$ cat src/rtl/uart_pkg.sv
// Shared UART definitions: receiver state encoding and bit-period helper.
package uart_pkg;

  localparam logic [2:0] ENC_IDLE      = 3'd0;
  localparam logic [2:0] ENC_START     = 3'd1;
  localparam logic [2:0] ENC_DATA      = 3'd2;
  localparam logic [2:0] ENC_STOP      = 3'd3;
  localparam logic [2:0] ENC_WAIT_IDLE = 3'd4;

  typedef enum logic [2:0] {
    IDLE      = ENC_IDLE,
    START     = ENC_START,
    DATA      = ENC_DATA,
    STOP      = ENC_STOP,
    WAIT_IDLE = ENC_WAIT_IDLE
  } uart_state_t;

  function automatic int clks_per_bit(input int clk_hz, input int baud);
    return clk_hz / baud;
  endfunction

endpackage

$ cat src/rtl/sync_2ff.sv
// Generic two-flop synchronizer with a configurable reset value.
module sync_2ff #(
  parameter int                 DATA_W  = 1,
  parameter logic [DATA_W-1:0]  RST_VAL = '1
) (
  input  logic              clk,
  input  logic              reset,
  input  logic [DATA_W-1:0] d,
  output logic [DATA_W-1:0] q
);

  logic [DATA_W-1:0] meta_p0;

  always_ff @(posedge clk or negedge reset) begin
    if (!reset) begin
      meta_p0 <= RST_VAL;
      q       <= RST_VAL;
    end else begin
      meta_p0 <= d;
      q       <= meta_p0;
    end
  end

endmodule

$ cat src/rtl/uart_rx.sv
// 8N1 UART receiver producing one-cycle byte / framing-error strobes.
// Optional UART_RX_MAJORITY_EN: 2-of-3 vote around each mid-bit sample point.
module uart_rx
  import uart_pkg::*;
#(
  parameter int CLK_HZ = 50_000_000,
  parameter int BAUD   = 115_200
) (
  input  logic       clk,
  input  logic       reset,
  input  logic       rx,
  output logic       rx_ack,
  output logic [7:0] rx_data,
  output logic       frame_err,
  output logic       busy
);

  localparam int CLKS_PER_BIT = clks_per_bit(CLK_HZ, BAUD);
  localparam int MID          = CLKS_PER_BIT / 2;
  localparam int CNT_W        = $clog2(CLKS_PER_BIT);
`ifdef UART_RX_MAJORITY_EN
  localparam int START_DEC    = MID + 1;
`else
  localparam int START_DEC    = MID;
`endif
  localparam logic [CNT_W-1:0] START_LAST = CNT_W'(START_DEC);
  localparam logic [CNT_W-1:0] BIT_LAST   = CNT_W'(CLKS_PER_BIT - 1);

  if (CLKS_PER_BIT < 8) begin : g_bad_rate
    $error("uart_rx: CLK_HZ/BAUD must be at least 8");
  end

  logic        rx_s;
  logic        vld_p0;
  logic        vld_p1;
  logic        rx_prev;
  logic        fall;
  logic        sample_bit;
  logic        bit_strobe;
  logic [7:0]  shreg;
  uart_state_t state;
  logic [CNT_W-1:0] cnt;
  logic [2:0]  idx;

  sync_2ff #(
    .DATA_W  (1),
    .RST_VAL (1'b1)
  ) u_sync (
    .clk   (clk),
    .reset (reset),
    .d     (rx),
    .q     (rx_s)
  );

  // vld_p1 marks rx_s as a real line sample rather than the reset value,
  // so a line that is already low at reset release never looks like an edge.
  always_ff @(posedge clk or negedge reset) begin
    if (!reset) begin
      vld_p0  <= 1'b0;
      vld_p1  <= 1'b0;
      rx_prev <= 1'b0;
    end else begin
      vld_p0  <= 1'b1;
      vld_p1  <= vld_p0;
      rx_prev <= vld_p1 & rx_s;
    end
  end

  assign fall = vld_p1 & rx_prev & ~rx_s;

`ifdef UART_RX_MAJORITY_EN
  logic [1:0] hist_p1;

  function automatic logic maj3(input logic a, input logic b, input logic c);
    return (a & b) | (a & c) | (b & c);
  endfunction

  always_ff @(posedge clk) begin
    hist_p1 <= {hist_p1[0], rx_s};
  end

  assign sample_bit = maj3(hist_p1[1], hist_p1[0], rx_s);
`else
  assign sample_bit = rx_s;
`endif

  assign bit_strobe = (state == DATA) && (cnt == BIT_LAST);

  always_ff @(posedge clk) begin
    if (bit_strobe) begin
      shreg <= {sample_bit, shreg[7:1]};
    end
  end

  always_ff @(posedge clk or negedge reset) begin
    if (!reset) begin
      state     <= IDLE;
      cnt       <= '0;
      idx       <= 3'd0;
      rx_ack    <= 1'b0;
      frame_err <= 1'b0;
      busy      <= 1'b0;
      rx_data   <= 8'h00;
    end else begin
      rx_ack    <= 1'b0;
      frame_err <= 1'b0;
      case (state)
        IDLE: begin
          if (fall) begin
            state <= START;
            cnt   <= '0;
            busy  <= 1'b1;
          end
        end
        START: begin
          if (cnt == START_LAST) begin
            cnt <= '0;
            if (!sample_bit) begin
              state <= DATA;
              idx   <= 3'd0;
            end else begin
              state <= IDLE;
              busy  <= 1'b0;
            end
          end else begin
            cnt <= cnt + 1'b1;
          end
        end
        DATA: begin
          if (cnt == BIT_LAST) begin
            cnt <= '0;
            idx <= idx + 1'b1;
            if (idx == 3'd7) begin
              state <= STOP;
            end
          end else begin
            cnt <= cnt + 1'b1;
          end
        end
        STOP: begin
          if (cnt == BIT_LAST) begin
            cnt <= '0;
            if (sample_bit) begin
              rx_data <= shreg;
              rx_ack  <= 1'b1;
              state   <= IDLE;
              busy    <= 1'b0;
            end else begin
              frame_err <= 1'b1;
              state     <= WAIT_IDLE;
            end
          end else begin
            cnt <= cnt + 1'b1;
          end
        end
        WAIT_IDLE: begin
          // A held-low line (break) must rise before any new start is accepted.
          if (rx_s) begin
            state <= IDLE;
            busy  <= 1'b0;
          end
        end
        default: begin
          state <= IDLE;
          busy  <= 1'b0;
        end
      endcase
    end
  end

endmodule

$ cat config.mk
export PLATFORM = sky130hd
export DESIGN_NAME = uart_rx
export DESIGN_NICKNAME = d
export VERILOG_FILES = /design/src/rtl/uart_pkg.sv /design/src/rtl/sync_2ff.sv /design/src/rtl/uart_rx.sv
export SDC_FILE = /design/constraint.sdc
export NUM_CORES = 1
export LEC_CHECK = 0
export ABC_AREA = 1
export ABC_CLOCK_PERIOD_IN_PS = 1900
export CAP_MARGIN = 20
export CORE_ASPECT_RATIO = 0.6
export CORE_MARGIN = 4
export CORE_UTILIZATION = 45
export DETAILED_ROUTE_END_ITERATION = 16
export MAX_ROUTING_LAYER = met4
export PLACE_DENSITY = 0.72
export SLEW_MARGIN = 20
export SYNTH_ARGS = -nofsm -noshare
export SYNTH_HDL_FRONTEND = slang
export SYNTH_SLANG_ARGS = --single-unit
$ cat constraint.sdc
create_clock -name clk -period 1.9 [get_ports clk]
set_clock_uncertainty 0.15 [all_clocks]
set_input_delay 0.285 -clock clk [delete_from_list [all_inputs] [get_ports clk]]
set_output_delay 0.285 -clock clk [all_outputs]
set_load 0.03 [all_outputs]
### Word level (Yosys, flattened, before mapping)

Cells that the tools add are included.

| cells by class | value |
|---|---|
| add/sub/neg operators | 2 |
| eq/ne operators | 14 |
| muxes and demuxes | 28 |
| bitwise logic cells | 5 |
| reduce and logical (&&, ||, !) cells | 10 |

Operator list:

| operator | count |
|---|---|
| two-way mux 3 bit | 10 |
| two-way mux 9 bit | 3 |
| case mux 9 bit (3 select lines) | 1 |
| case mux 3 bit (5 select lines) | 1 |
| two-way mux 1 bit | 10 |
| adder 9 x 1 -> 9 bit (second input constant) | 1 |
| equality test 9 x 8 -> 1 bit (second input constant) | 1 |
| equality test 9 bit (second input constant) | 1 |
| inequality test 2 bit (second input constant) | 4 |
| AND reduction 4 bit | 2 |
| equality test 3 x 2 -> 1 bit (second input constant) | 2 |
| equality test 3 bit (second input constant) | 2 |
| inequality test 2 x 1 -> 1 bit (second input constant) | 3 |
| case mux 3 bit (2 select lines) | 1 |
| AND reduction 6 bit | 1 |
| case mux 1 bit (5 select lines) | 1 |
| adder 3 x 1 -> 3 bit (second input constant) | 1 |
| AND 1 bit | 3 |
| equality test 3 x 1 -> 1 bit (second input constant) | 1 |
| zero test 3 bit | 1 |
| AND reduction 3 bit | 1 |
| nonzero test 3 bit | 1 |
| two-way mux 2 bit | 1 |
| NOT 1 bit | 2 |
| 4 further kinds | 4 |

| word-level totals | value |
|---|---|
| bits in registers | 39 |
| input bits | 3 |
| output and inout bits | 11 |

### Logic depth before layout (Yosys ltp)

| depth | value |
|---|---|
| word-level depth | 4 |
| gate-level depth with buffers | 10 |
| mapped depth without buffers | 10 |

### By module

A second synthesis with hierarchy kept.

| second synthesis, totals | value |
|---|---|
| cells, all modules | 208 |
| area, all modules | 1809.2 µm² |

Modules (own cells, without submodules):

| module | times used | cells an instance | area each (µm²) | sequential area each (µm²) |
|---|---|---|---|---|
| uart_rx | 1 | 206 | 1756.7 | 965.9 |
| sync_2ff | 1 | 2 | 52.6 | 52.6 |

### Worst setup path before layout

OpenSTA, ideal clock, no wires.

| timing | value |
|---|---|
| kind | register to register |
| start | register cnt[1] |
| end | register idx[0] |
| setup time | 0.065 ns |
| arrival time | 1.602 ns |
| path slack | 0.083 ns |
| cell stages (with the launch flop) | 10 |
| buffers on the path | 0 |
| clock period less this slack | 1.817 ns |
| cell sequence | dfrtp_1 > inv_1 > ha_1 > nand2_1 > nor2_4 > nand2_2 > nor2_2 > inv_2 > or2_0 > nand2_1 |

| on the way | value |
|---|---|
| cells in the longest elaborated chain, start to end | 3 |

RTL lines:

| element | line | RTL |
|---|---|---|
| start: declaration | uart_rx.sv:42 | `logic [CNT_W-1:0] cnt;` |
| start signal: assignment | uart_rx.sv:126 | `cnt <= cnt + 1'b1;` |
| start signal: assignment | uart_rx.sv:137 | `cnt <= cnt + 1'b1;` |
| start signal: assignment | uart_rx.sv:153 | `cnt <= cnt + 1'b1;` |
| equality test 9 bit or equality test 9 x 8 -> 1 bit (tied branches) | uart_rx.sv:130, uart_rx.sv:116 |  |
| inequality test 2 x 1 -> 1 bit (no source line) or inequality test 2 bit (tied branches) | -- |  |
| AND reduction 4 bit (no source line) * | -- |  |
| end signal: assignment | uart_rx.sv:132 | `idx <= idx + 1'b1;` |
| end: declaration | uart_rx.sv:43 | `logic [2:0] idx;` |

Every way passes the cells marked *; elsewhere a longest branch is shown, timed or not.
A chain may end at the register's enable or synchronous reset.

### Final worst setup path

| timing | value |
|---|---|
| start | register cnt[1] |
| end | register shreg[4] (enable) |

| on the way | value |
|---|---|
| cells in the longest elaborated chain, start to end | 2 |

RTL lines:

| element | line | RTL |
|---|---|---|
| equality test 9 bit | uart_rx.sv:87 | `assign bit_strobe = (state == DATA) && (cnt == BIT_LAST);` |
| logical AND 1 bit | uart_rx.sv:87 |  |
| via bit_strobe | uart_rx.sv:39 | `logic bit_strobe;` |
| end signal: assignment | uart_rx.sv:91 | `shreg <= {sample_bit, shreg[7:1]};` |
| end: declaration | uart_rx.sv:40 | `logic [7:0] shreg;` |

The timed path passes the listed nets, and every way through them passes these cells.

==> results <==
- The run finished with clean final reports.
- Dividing total power by cell area gives a power density of 1160 nW/um2.
- The average cell area after synthesis is 8.68 um2.
- The number of nets handed over by synthesis was 226.
- The number of antenna violations at the first check in global routing is 0.
- The pre-CTS setup slack is 0.128 ns.
- The fraction of the yosys area taken by sequential cells is 53.6%.
- The repair_antennas step left the layout with diodes totalling 0.
- 14 I/O pins were placed.
- The share of post-route cells with drive strength above 1 is 15.4%.
- Yosys instantiated no cell more often than sky130_fd_sc_hd__nand2_1.
- The top flip-flop cell by instance count after synthesis is sky130_fd_sc_hd__dfrtp_1.
- After detailed routing, the number of vias per cell comes to 4.76.
- After synthesis, the netlist uses 28 different library cells.
- The worst setup path is captured at a register.
- The post-synth design cell area is 1900 um2.
- The number of global-route vias before repair is 1,310.
- The setup slack of the critical path after layout is 0.140 ns.
- After detailed routing, the average wire length per cell comes to 12.0 um.
- The number of buffers on the longest clock path is 2.
- The root buffer selected by CTS is sky130_fd_sc_hd__clkbuf_8.
- The required time of the worst setup path is 1.76 ns.
- The global-route wire length before repair is 6330 um.
- The routing layer with the top usage in global route is met1.
- The final layout contains 252 nets.
- The largest total area in the synthesized netlist belongs to sky130_fd_sc_hd__dfrtp_1.
- STA classifies the critical path startpoint as a register.
- After detailed routing, the number of remaining DRC violations is 0.
- Along the worst path, the maximum fanout reaches 8.
- The area overhead of the layout relative to synthesis is 18.6%.
- The H-tree was split into 2 levels.
- The TritonCTS clock tree is yes.
- The clock slew seen by the registers of the worst setup and hold paths is 0.07 ns.
- The synthesized design contains 39 register bits.
- The analysis attributes to cell leakage a power of 1.13 nW.
- Global routing used 15.7% of the available tracks across all layers.
- The worst path in the final design needs a cycle of 1.76 ns, including I/O delays and setup.
- The number of warning messages in the yosys log is 0.
- In this run the worst hold path is classified as register to register.
- The type of the setup path with the least slack is register to register.
- The peak ir drop on the vdd network is 0.705 mV.
- Based on the critical path, the design can be clocked at up to 0.568 GHz.
- The routing usage on met1 is 23.6%.
- The post-CTS setup repair buffer count is 0.
- The weighted congestion reported at the end of routability-driven placement is 0.888.
- The count of routing violations after the opening detailed-route iteration is 125.
- The HPWL reported at the end of detailed placement is 2700 um.
- For this run, the detailed router's first-pass iteration total came to 4.
- The area of the core is 3870 um2.
- The total number of vias is 1,441.
- The sum of overflow across all layers after global routing is 0.
- The final max-slew violation count is 0.
- The final antenna-violating net count is 0.
- The total wirelength of the detailed-routed design is 3640 um.
- The count of endpoints failing setup in the final report is 0.
- The met2 usage is 19.7%.
- The worst reg-to-reg setup slack is 0.14 ns.
- The total clock buffers created by CTS is 5.
- The die is 58.3 um tall.
- The synthesized instance count is 219.
- The die span in x is 91.9 um.
- The reported max-cap violation count is 0.
- After synthesis, the share of flip-flops with an asynchronous set or reset is 79.5%.
- The clock insertion delay at the later pin of the skew report is 0.29 ns.
- After floorplanning, the core was divided into 17 placement rows.
- The number of buffers added on ports is 13.
- Counting every sink on the clock net gives 39.
- Setup repair after global routing left no endpoint under its margin.
- The top cell type by area accounts for 38.2% of the synthesized area.
- The maximum number of pins on one net before global-route repair is 32.
- By area the synthesized netlist is led by sky130_fd_sc_hd__dfrtp_1, sky130_fd_sc_hd__nand2_1, sky130_fd_sc_hd__edfxtp_1, sky130_fd_sc_hd__nand3_1, sky130_fd_sc_hd__nor2_1.
- The area of the die is 5360 um2.
- The post-route setup TNS is 0 ns.
- For this configuration, the core starts out at a cell density of 49.1%.
- The routing usage on met3 is 5.24%.
- The final-report hold violation count was 0.
- Data on the critical path arrives at its endpoint at 1.62 ns.
- Yosys mapped a number of flops with a built-in enable equal to 8.
- The commonest cells after synthesis are sky130_fd_sc_hd__nand2_1, sky130_fd_sc_hd__dfrtp_1, sky130_fd_sc_hd__nand3_1, sky130_fd_sc_hd__nor2_1, sky130_fd_sc_hd__inv_1.
- The share of the clock period used by the worst path after layout is 92.6%.
==> kinds of logic after synthesis <==
| logic type | after synthesis | synth area share, % |
|---|---|---|
| XOR/XNOR | 1 | 0.461 |
| buffers and inverters | 26 | 5.79 |
| flip-flops | 39 | 53.6 |
| adder cells (fa/ha/maj) | 4 | 2.63 |
| AO/OA/AOI/OAI | 12 | 3.69 |
| other | 1 | 0.197 |
| AND/OR/NAND/NOR | 136 | 33.6 |
==> worst max-delay path, cell delays in order (launching register included) <==
cell and delay [ns]:
sky130_fd_sc_hd__dfrtp_1 0.38, sky130_fd_sc_hd__inv_1 0.05, sky130_fd_sc_hd__ha_1 0.18, sky130_fd_sc_hd__nand2_1 0.10, sky130_fd_sc_hd__nor2_4 0.15, sky130_fd_sc_hd__nand2_2 0.10
sky130_fd_sc_hd__nor2_2 0.19, sky130_fd_sc_hd__buf_6 0.17
==> power breakdown <==
group	switching, W	internal (W)	total [W]
clock	0.000275	0.000384	0.000659
combinational	0.000598	0.000315	0.000913
sequential	0.000105	0.000947	0.00105
total	0.000978	0.00165	0.00262
==> per-stage QoR <==
stage | std cells | util [%] | hold slack [ns] | total power [W] | instance area [um2]
after floorplan | 219 | - | -0.161 | 0.00169 | 1900
after global placement | 295 | 55.4 | 0.184 | 0.00197 | 2140
after detailed placement | 295 | 55.4 | 0.190 | 0.00197 | 2140
after CTS | 303 | 58.1 | 0.207 | 0.00264 | 2250
after global routing | 303 | 58.2 | 0.210 | 0.00283 | 2250
final | 303 | 58.2 | 0.202 | 0.00262 | 2250
==> flip-flops by register name, indices dropped and copies added (netlist names) <==
signal	flops
vld_p0	1
vld_p1	1
u_sync.q	1
state	3
shreg	8
u_sync.meta_p0	1
rx_data	8
cnt	9
frame_err	1
busy	1
idx	3
rx_prev	1
rx_ack	1
==> layout by cell type, fill, tap and decap left out, types with 2 or more instances in the layout <==
cell	n
sky130_fd_sc_hd__nor2_2	3
sky130_fd_sc_hd__nand2_2	4
sky130_fd_sc_hd__nor2_1	18
sky130_fd_sc_hd__nand4_1	3
sky130_fd_sc_hd__a21oi_1	2
sky130_fd_sc_hd__clkdlybuf4s50_1	13
sky130_fd_sc_hd__o21bai_1	3
sky130_fd_sc_hd__nand3_1	22
sky130_fd_sc_hd__inv_2	8
sky130_fd_sc_hd__inv_1	16
sky130_fd_sc_hd__ha_1	4
sky130_fd_sc_hd__clkbuf_8	5
sky130_fd_sc_hd__dfstp_2	2
sky130_fd_sc_hd__edfxtp_1	8
sky130_fd_sc_hd__nor2_4	3
sky130_fd_sc_hd__nand2_1	77
sky130_fd_sc_hd__dfrtp_1	29
sky130_fd_sc_hd__o21ai_0	5
sky130_fd_sc_hd__buf_4	6
==> area by class of cell <==
type	count	area (um2)
inverter	25	98.8
clock buffer	5	68.8
timing repair buffer	20	186
sequential	39	1020
tap	57	71.3
clock inverter	3	38.8
fill	352	1620
multi-input combinational	154	772
==> final timing paths <==
path / from / depth (start not counted) / endpoint
min in group asynchronous: reset / 2 / cnt[5]
worst min register to register: vld_p0 / 0 / vld_p1
worst max register to register: cnt[1] / 7 / shreg[4]
worst min-delay path: vld_p0 / 0 / vld_p1
worst max-delay path: cnt[1] / 7 / shreg[4]
max in group asynchronous: reset / 2 / u_sync.q
==> layer usage <==
metal  wire, um  up-vias
li1           -      748
met1       1920      646
met2       1370       42
met3        311        5
met4         38        0
met5          0        -
==> timing repair <==
action / CTS / global route
endpoints found under the setup margin: 0 / 2
gates resized for setup: 0 / 1
hold buffers: 0 / 0
No activity file was read; power rests on OpenSTA's default activity.
